===== config.mk =====
export PLATFORM = sky130hd
export DESIGN_NAME = fetch_unit
export DESIGN_NICKNAME = d
export VERILOG_FILES = /design/src/rtl/fetch_unit.sv
export SDC_FILE = /design/constraint.sdc
export NUM_CORES = 1
export LEC_CHECK = 0
export CAP_MARGIN = 30
export CORE_ASPECT_RATIO = 1.5
export CORE_MARGIN = 10
export CORE_UTILIZATION = 48
export CTS_BUF_LIST = sky130_fd_sc_hd__clkbuf_2
export DETAILED_ROUTE_END_ITERATION = 7
export PLACE_DENSITY = 0.82
export SLEW_MARGIN = 20
export SYNTH_ARGS = -nofsm -noshare
export SYNTH_HDL_FRONTEND = slang
export SYNTH_SLANG_ARGS = --single-unit

===== constraint.sdc =====
create_clock -name clk -period 1.8 [get_ports clk]
set_input_delay 0.18 -clock clk [delete_from_list [all_inputs] [get_ports clk]]
set_output_delay 0.18 -clock clk [all_outputs]
set_load 0.005 [all_outputs]

===== src/rtl/fetch_unit.sv =====
// fetch_unit: instruction-fetch sequencer for the 8-bit CPU.
// Owns the program counter, reads instruction bytes from program memory over
// a request/acknowledge handshake and hands them to the IR with load/clear
// strobes. Every output is a flop (or the pc register itself), so no input
// reaches an output combinationally.
module fetch_unit #(
  parameter int ADDR_W   = 4,
  parameter int DATA_W   = 8,
  parameter int RESET_PC = 0,
  parameter int TIMEOUT  = 15
) (
  input  logic              clk,
  input  logic              clear_n,
  input  logic              start,
  input  logic              exec_done,
  input  logic              halt,
  input  logic              jump_en,
  input  logic [ADDR_W-1:0] jump_addr,
  input  logic              mem_ack,
  input  logic [DATA_W-1:0] mem_data,
  output logic [ADDR_W-1:0] mem_addr,
  output logic              mem_rd,
  output logic [DATA_W-1:0] instr,
  output logic              ir_load,
  output logic              ir_clear,
  output logic [ADDR_W-1:0] pc,
  output logic              busy,
  output logic              err
);

  // The counter only has to reach TIMEOUT-1: the final unacknowledged REQ
  // cycle is detected by comparison, not by counting past it.
  localparam int CNT_W = (TIMEOUT > 1) ? $clog2(TIMEOUT) : 1;
  localparam logic [CNT_W-1:0]  CNT_LAST = CNT_W'(TIMEOUT - 1);
  localparam logic [ADDR_W-1:0] PC_INIT  = ADDR_W'(RESET_PC);

  typedef enum logic [2:0] {
    IDLE   = 3'd0,
    REQ    = 3'd1,
    LOAD   = 3'd2,
    EXEC   = 3'd3,
    HALTED = 3'd4
  } state_t;

  state_t           state;
  logic [CNT_W-1:0] wait_cnt;

  // The address bus is the program counter; it holds still for the whole REQ.
  assign mem_addr = pc;

  // Fetch sequencer: state, pc, captured byte, timeout counter and all strobes.
  always_ff @(posedge clk or negedge clear_n) begin
    if (!clear_n) begin
      state    <= IDLE;
      pc       <= PC_INIT;
      instr    <= '0;
      wait_cnt <= '0;
      mem_rd   <= 1'b0;
      ir_load  <= 1'b0;
      ir_clear <= 1'b0;
      busy     <= 1'b0;
      err      <= 1'b0;
    end else begin
      // Strobes are single-cycle unless re-asserted by a transition below.
      ir_load  <= 1'b0;
      ir_clear <= 1'b0;
      case (state)
        IDLE, HALTED: begin
          if (start) begin
            state    <= REQ;
            wait_cnt <= '0;
            mem_rd   <= 1'b1;
            busy     <= 1'b1;
            ir_clear <= 1'b1;
            err      <= 1'b0;
          end
        end
        REQ: begin
          // An acknowledge always beats the timeout, even on the last cycle.
          if (mem_ack) begin
            state   <= LOAD;
            instr   <= mem_data;
            mem_rd  <= 1'b0;
            ir_load <= 1'b1;
          end else if (wait_cnt == CNT_LAST) begin
            state  <= HALTED;
            mem_rd <= 1'b0;
            busy   <= 1'b0;
            err    <= 1'b1;
          end else begin
            wait_cnt <= wait_cnt + 1'b1;
          end
        end
        LOAD: begin
          // pc wraps naturally at 2^ADDR_W.
          pc    <= pc + 1'b1;
          state <= EXEC;
        end
        EXEC: begin
          if (exec_done) begin
            if (halt) begin
              state <= HALTED;
              busy  <= 1'b0;
            end else begin
              if (jump_en) begin
                pc <= jump_addr;
              end
              state    <= REQ;
              wait_cnt <= '0;
              mem_rd   <= 1'b1;
            end
          end
        end
        default: begin
          state  <= IDLE;
          mem_rd <= 1'b0;
          busy   <= 1'b0;
        end
      endcase
    end
  end

endmodule


==> flow_results.org <==
** Logic synthesis
- Async SR Flop Fraction :: 100%
- Yosys printed 0 warnings.
- Sequential cells were found to cover 47.2% of the synthesized design area.
- Number of enable-type register cells in the synthesized netlist :: 0
- Count of state elements after synthesis :: 24
- Count of mapped cells out of synthesis :: 123
- The number of nets in the synthesized netlist is 145.
- Main flop type after synthesis :: sky130_fd_sc_hd__dfrtp_1
- After synthesis, the netlist uses 37 different library cells.
- Mean area per synthesized cell :: 10.4 sq um
- In this run the cell area of the synthesized design comes to 1270 sq um.

** Worst setup path
- Crit. End Element :: flip-flop
- Worst setup path startpoint :: wait_cnt[0]
- Endpoint arrival time on the critical path :: 1.85 ns
- STA classifies the critical path startpoint as a flip-flop.
- The endpoint identified for the worst register-to-register timing path is wait_cnt[1].
- Data on the critical path is required at its endpoint by 2.07 ns.
- Following the worst setup path forward leads to its endpoint at wait_cnt[1].
- Along the worst path, the maximum fanout reaches 5.
- Worst R2R Setup Slack :: 0.22 ns
- Register-to-Register Path Depth :: 6
- CP Class :: reg -> reg
- The worst register-to-register path begins at wait_cnt[0].

** Clocking
- In this run the number of H-tree levels came out at 1.
- In this run the clock root is driven by a sky130_fd_sc_hd__clkbuf_2.
- The tree built by TritonCTS fans out to 24 sinks.
- CTS tree :: built
- The later pin in the worst-skew pair is clocked with a latency of 0.35 ns.
- After clock tree synthesis, the setup repair step added 0 buffers.
- The number of gates resized after CTS was 0.
- In this run, CTS created clock tree buffers numbering 3.
- After clock tree synthesis, the clock-pin slew on the worst setup and hold paths is 0.23 ns.
- Max Root-Sink Buffers :: 2
- After clock tree synthesis, the flow added hold-fix buffers numbering 0.

** STA
- Setup repair after global routing left no endpoint under its margin.
- Post-route minimum period :: 1.58 ns
- Between clock sinks in the finished design, the worst skew comes to 0.00801 ns.
- Number of hold-slack violations in the final timing report :: 0
- Setup violations remaining at the end of the flow were counted as 0.
- After layout, the worst path uses 87.9% of the clock period.
- Final sum of negative setup slack :: 0 ns
- For this run, the top clock speed supported by timing is 632 MHz.
- Hold is met by 0.147 ns.
- Max-slew headroom at the worst pin :: 70.4%
- For the pin with the worst max-slew slack, the measured transition is 0.442 ns.
- The number of max-slew violations in the final report came to 0.

** Global routing
- Vias in the first global route :: 1137
- Global routing used 13.0% of the available tracks.
- Gr ovfl total :: 0
- Number of antenna violations at the first check in global routing :: 0
- Pin count of the biggest net entering global routing :: 25
- First-pass GRT wire length :: 5290 microns

** Drt
- For this block, the routed nets add up to 3250 microns of wire.
- Number of vias per cell after detailed routing :: 5.54
- The detailed router placed 1096 vias in this run.
- Post-route DRC :: 0
- The first TritonRoute pass finished after 4 iterations.
- Antenna Nets Post-Route :: 0
- Starting DRT DRC Count :: 28
- After detailed routing, the average wire length per cell comes to 16.4 microns.

** Die
- Number of rows created at floorplan :: 22
- Full die area :: 5160 sq um
- Y dimension of the die :: 83.1 microns
- Total core area :: 2500 sq um
- During I/O placement, the number of pins put on the boundary was 40.
- Horiz. Die Dim :: 62.1 microns
- Initial Utilization :: 50.8%

** Power
- VDD sags by at most 0.911 mV.
- Power density cells :: 1610 nW/um^2
- P_leak :: 0.765 nW

** Hold path
- In this run the worst hold path is classified as in -> async.

** Final layout
- The repair_antennas step left the layout with diodes totalling 0.
- From synthesis to final layout, the design area changed by 35.9%.
- Cells with a size suffix above 1 make up 13.0% of the layout.
- The net count of the finished layout is 185.

** Place
- Total half-perimeter wirelength after legalization and detailed placement :: 2550 microns
- Number of input and output port buffers inserted :: 39
- The congestion estimate from routability-driven global placement came to 0.804.

** Outcome
- The flow ran to the end, and the final reports show no timing, DRC or antenna violations.

** Flow run
- The tool flagged a number of max-cap violations equal to 0.
Yosys cell counts (2+ instances only):
| master | count | share of area (%) |
|---|---|---|
| sky130_fd_sc_hd__dfrtp_1 | 24 | 47 |
| sky130_fd_sc_hd__buf_4 | 4 | 2.4 |
| sky130_fd_sc_hd__a21oi_1 | 13 | 5.1 |
| sky130_fd_sc_hd__mux2_4 | 8 | 9.4 |
| sky130_fd_sc_hd__nor2_1 | 10 | 2.9 |
| sky130_fd_sc_hd__and3_1 | 2 | 0.98 |
| sky130_fd_sc_hd__nand3_1 | 2 | 0.79 |
| sky130_fd_sc_hd__nand2_1 | 7 | 2.1 |
| sky130_fd_sc_hd__o21ai_0 | 5 | 2.0 |
| sky130_fd_sc_hd__a31oi_1 | 2 | 0.98 |
| sky130_fd_sc_hd__o22ai_1 | 7 | 3.4 |
| sky130_fd_sc_hd__ha_1 | 3 | 2.9 |
| sky130_fd_sc_hd__nor2b_1 | 2 | 0.98 |
| sky130_fd_sc_hd__and4b_1 | 2 | 1.6 |
| sky130_fd_sc_hd__buf_2 | 4 | 1.6 |
| sky130_fd_sc_hd__nand2b_1 | 3 | 1.5 |
| sky130_fd_sc_hd__inv_1 | 5 | 1.5 |
registers in the layout, summed over array words and instances (netlist names), 3 cells and up:
register  count
instr         8
mem_addr      4
state         3
wait_cnt      4
per-stage QoR:
step           setup slack (ns)  util (%)  cell area (sq um)  power (mW)  instances
4_1_cts                   0.204      69.1               1730        2.80        198
6_report                  0.217      69.1               1730        2.78        198
2_1_floorplan             0.369         -               1270        1.81        123
3_5_place_dp              0.165      67.3               1690        2.44        194
5_1_grt                   0.102      69.1               1730        2.99        198
3_3_place_gp              0.224      67.3               1690        2.38        194
cells in the final DEF, fill, tap and decap left out, types with 5 or more instances in the layout:
| cell type | Yosys | routed |
|---|---|---|
| sky130_fd_sc_hd__clkdlybuf4s50_1 | 0 | 39 |
| sky130_fd_sc_hd__mux2_4 | 8 | 8 |
| sky130_fd_sc_hd__dfrtp_1 | 24 | 24 |
| sky130_fd_sc_hd__buf_4 | 4 | 5 |
| sky130_fd_sc_hd__nand2_1 | 7 | 7 |
| sky130_fd_sc_hd__nor2_1 | 10 | 10 |
| sky130_fd_sc_hd__o21ai_0 | 5 | 5 |
| sky130_fd_sc_hd__o22ai_1 | 7 | 7 |
| sky130_fd_sc_hd__a21oi_1 | 13 | 13 |
| sky130_fd_sc_hd__inv_1 | 5 | 5 |
cell type report:
type,instances,area [sq um]
fillers,197,774
flip-flops and latches,24,601
multi-input cells,85,593
repair buffers,44,428
well taps,36,45.0
clock inverters,1,30.0
inverters,5,18.8
clock buffers,3,15.0
worst min-delay path by stage:
stage	start	depth (start not counted)	slack, ns	endpoint
after floorplan	clear_n	0	-0.12	busy
after global placement	instr[6]	1	0.50	instr[6]
after detailed placement	instr[2]	1	0.50	instr[2]
after CTS	clear_n	2	0.15	mem_addr[3]
after global routing	clear_n	2	0.16	mem_addr[3]
final	clear_n	2	0.15	mem_addr[3]
metal layers:
metal  track usage (%)  wire length, microns
met1              12.8                  1130
met2              23.8                  1810
met3              3.05                   247
met4              5.49                    61
met5                 0                     0
worst max-delay path, stage by stage (launching register included):
cell and delay, ns:
sky130_fd_sc_hd__dfrtp_1 0.45, sky130_fd_sc_hd__inv_1 0.06, sky130_fd_sc_hd__ha_1 0.23, sky130_fd_sc_hd__a31oi_1 0.39
sky130_fd_sc_hd__nor2_1 0.07, sky130_fd_sc_hd__a21oi_1 0.18, sky130_fd_sc_hd__o22ai_1 0.11
power breakdown:
part | leakage, nW | internal, mW | switching (mW)
sequential | 0.300 | 0.755 | 0.213
combinational | 0.438 | 0.865 | 0.588
clock | 0.0266 | 0.191 | 0.166
total | 0.765 | 1.81 | 0.967
cell families after synthesis:
group           count (synthesis)  share of synthesized area [%]
simple gates                   38                           17.0
compound gates                 35                           16.4
flops                          24                           47.2
buf+inv                        14                           6.29
mux                             9                           10.2
fa+ha+maj                       3                           2.95
No activity file was read; power rests on OpenSTA's default activity.
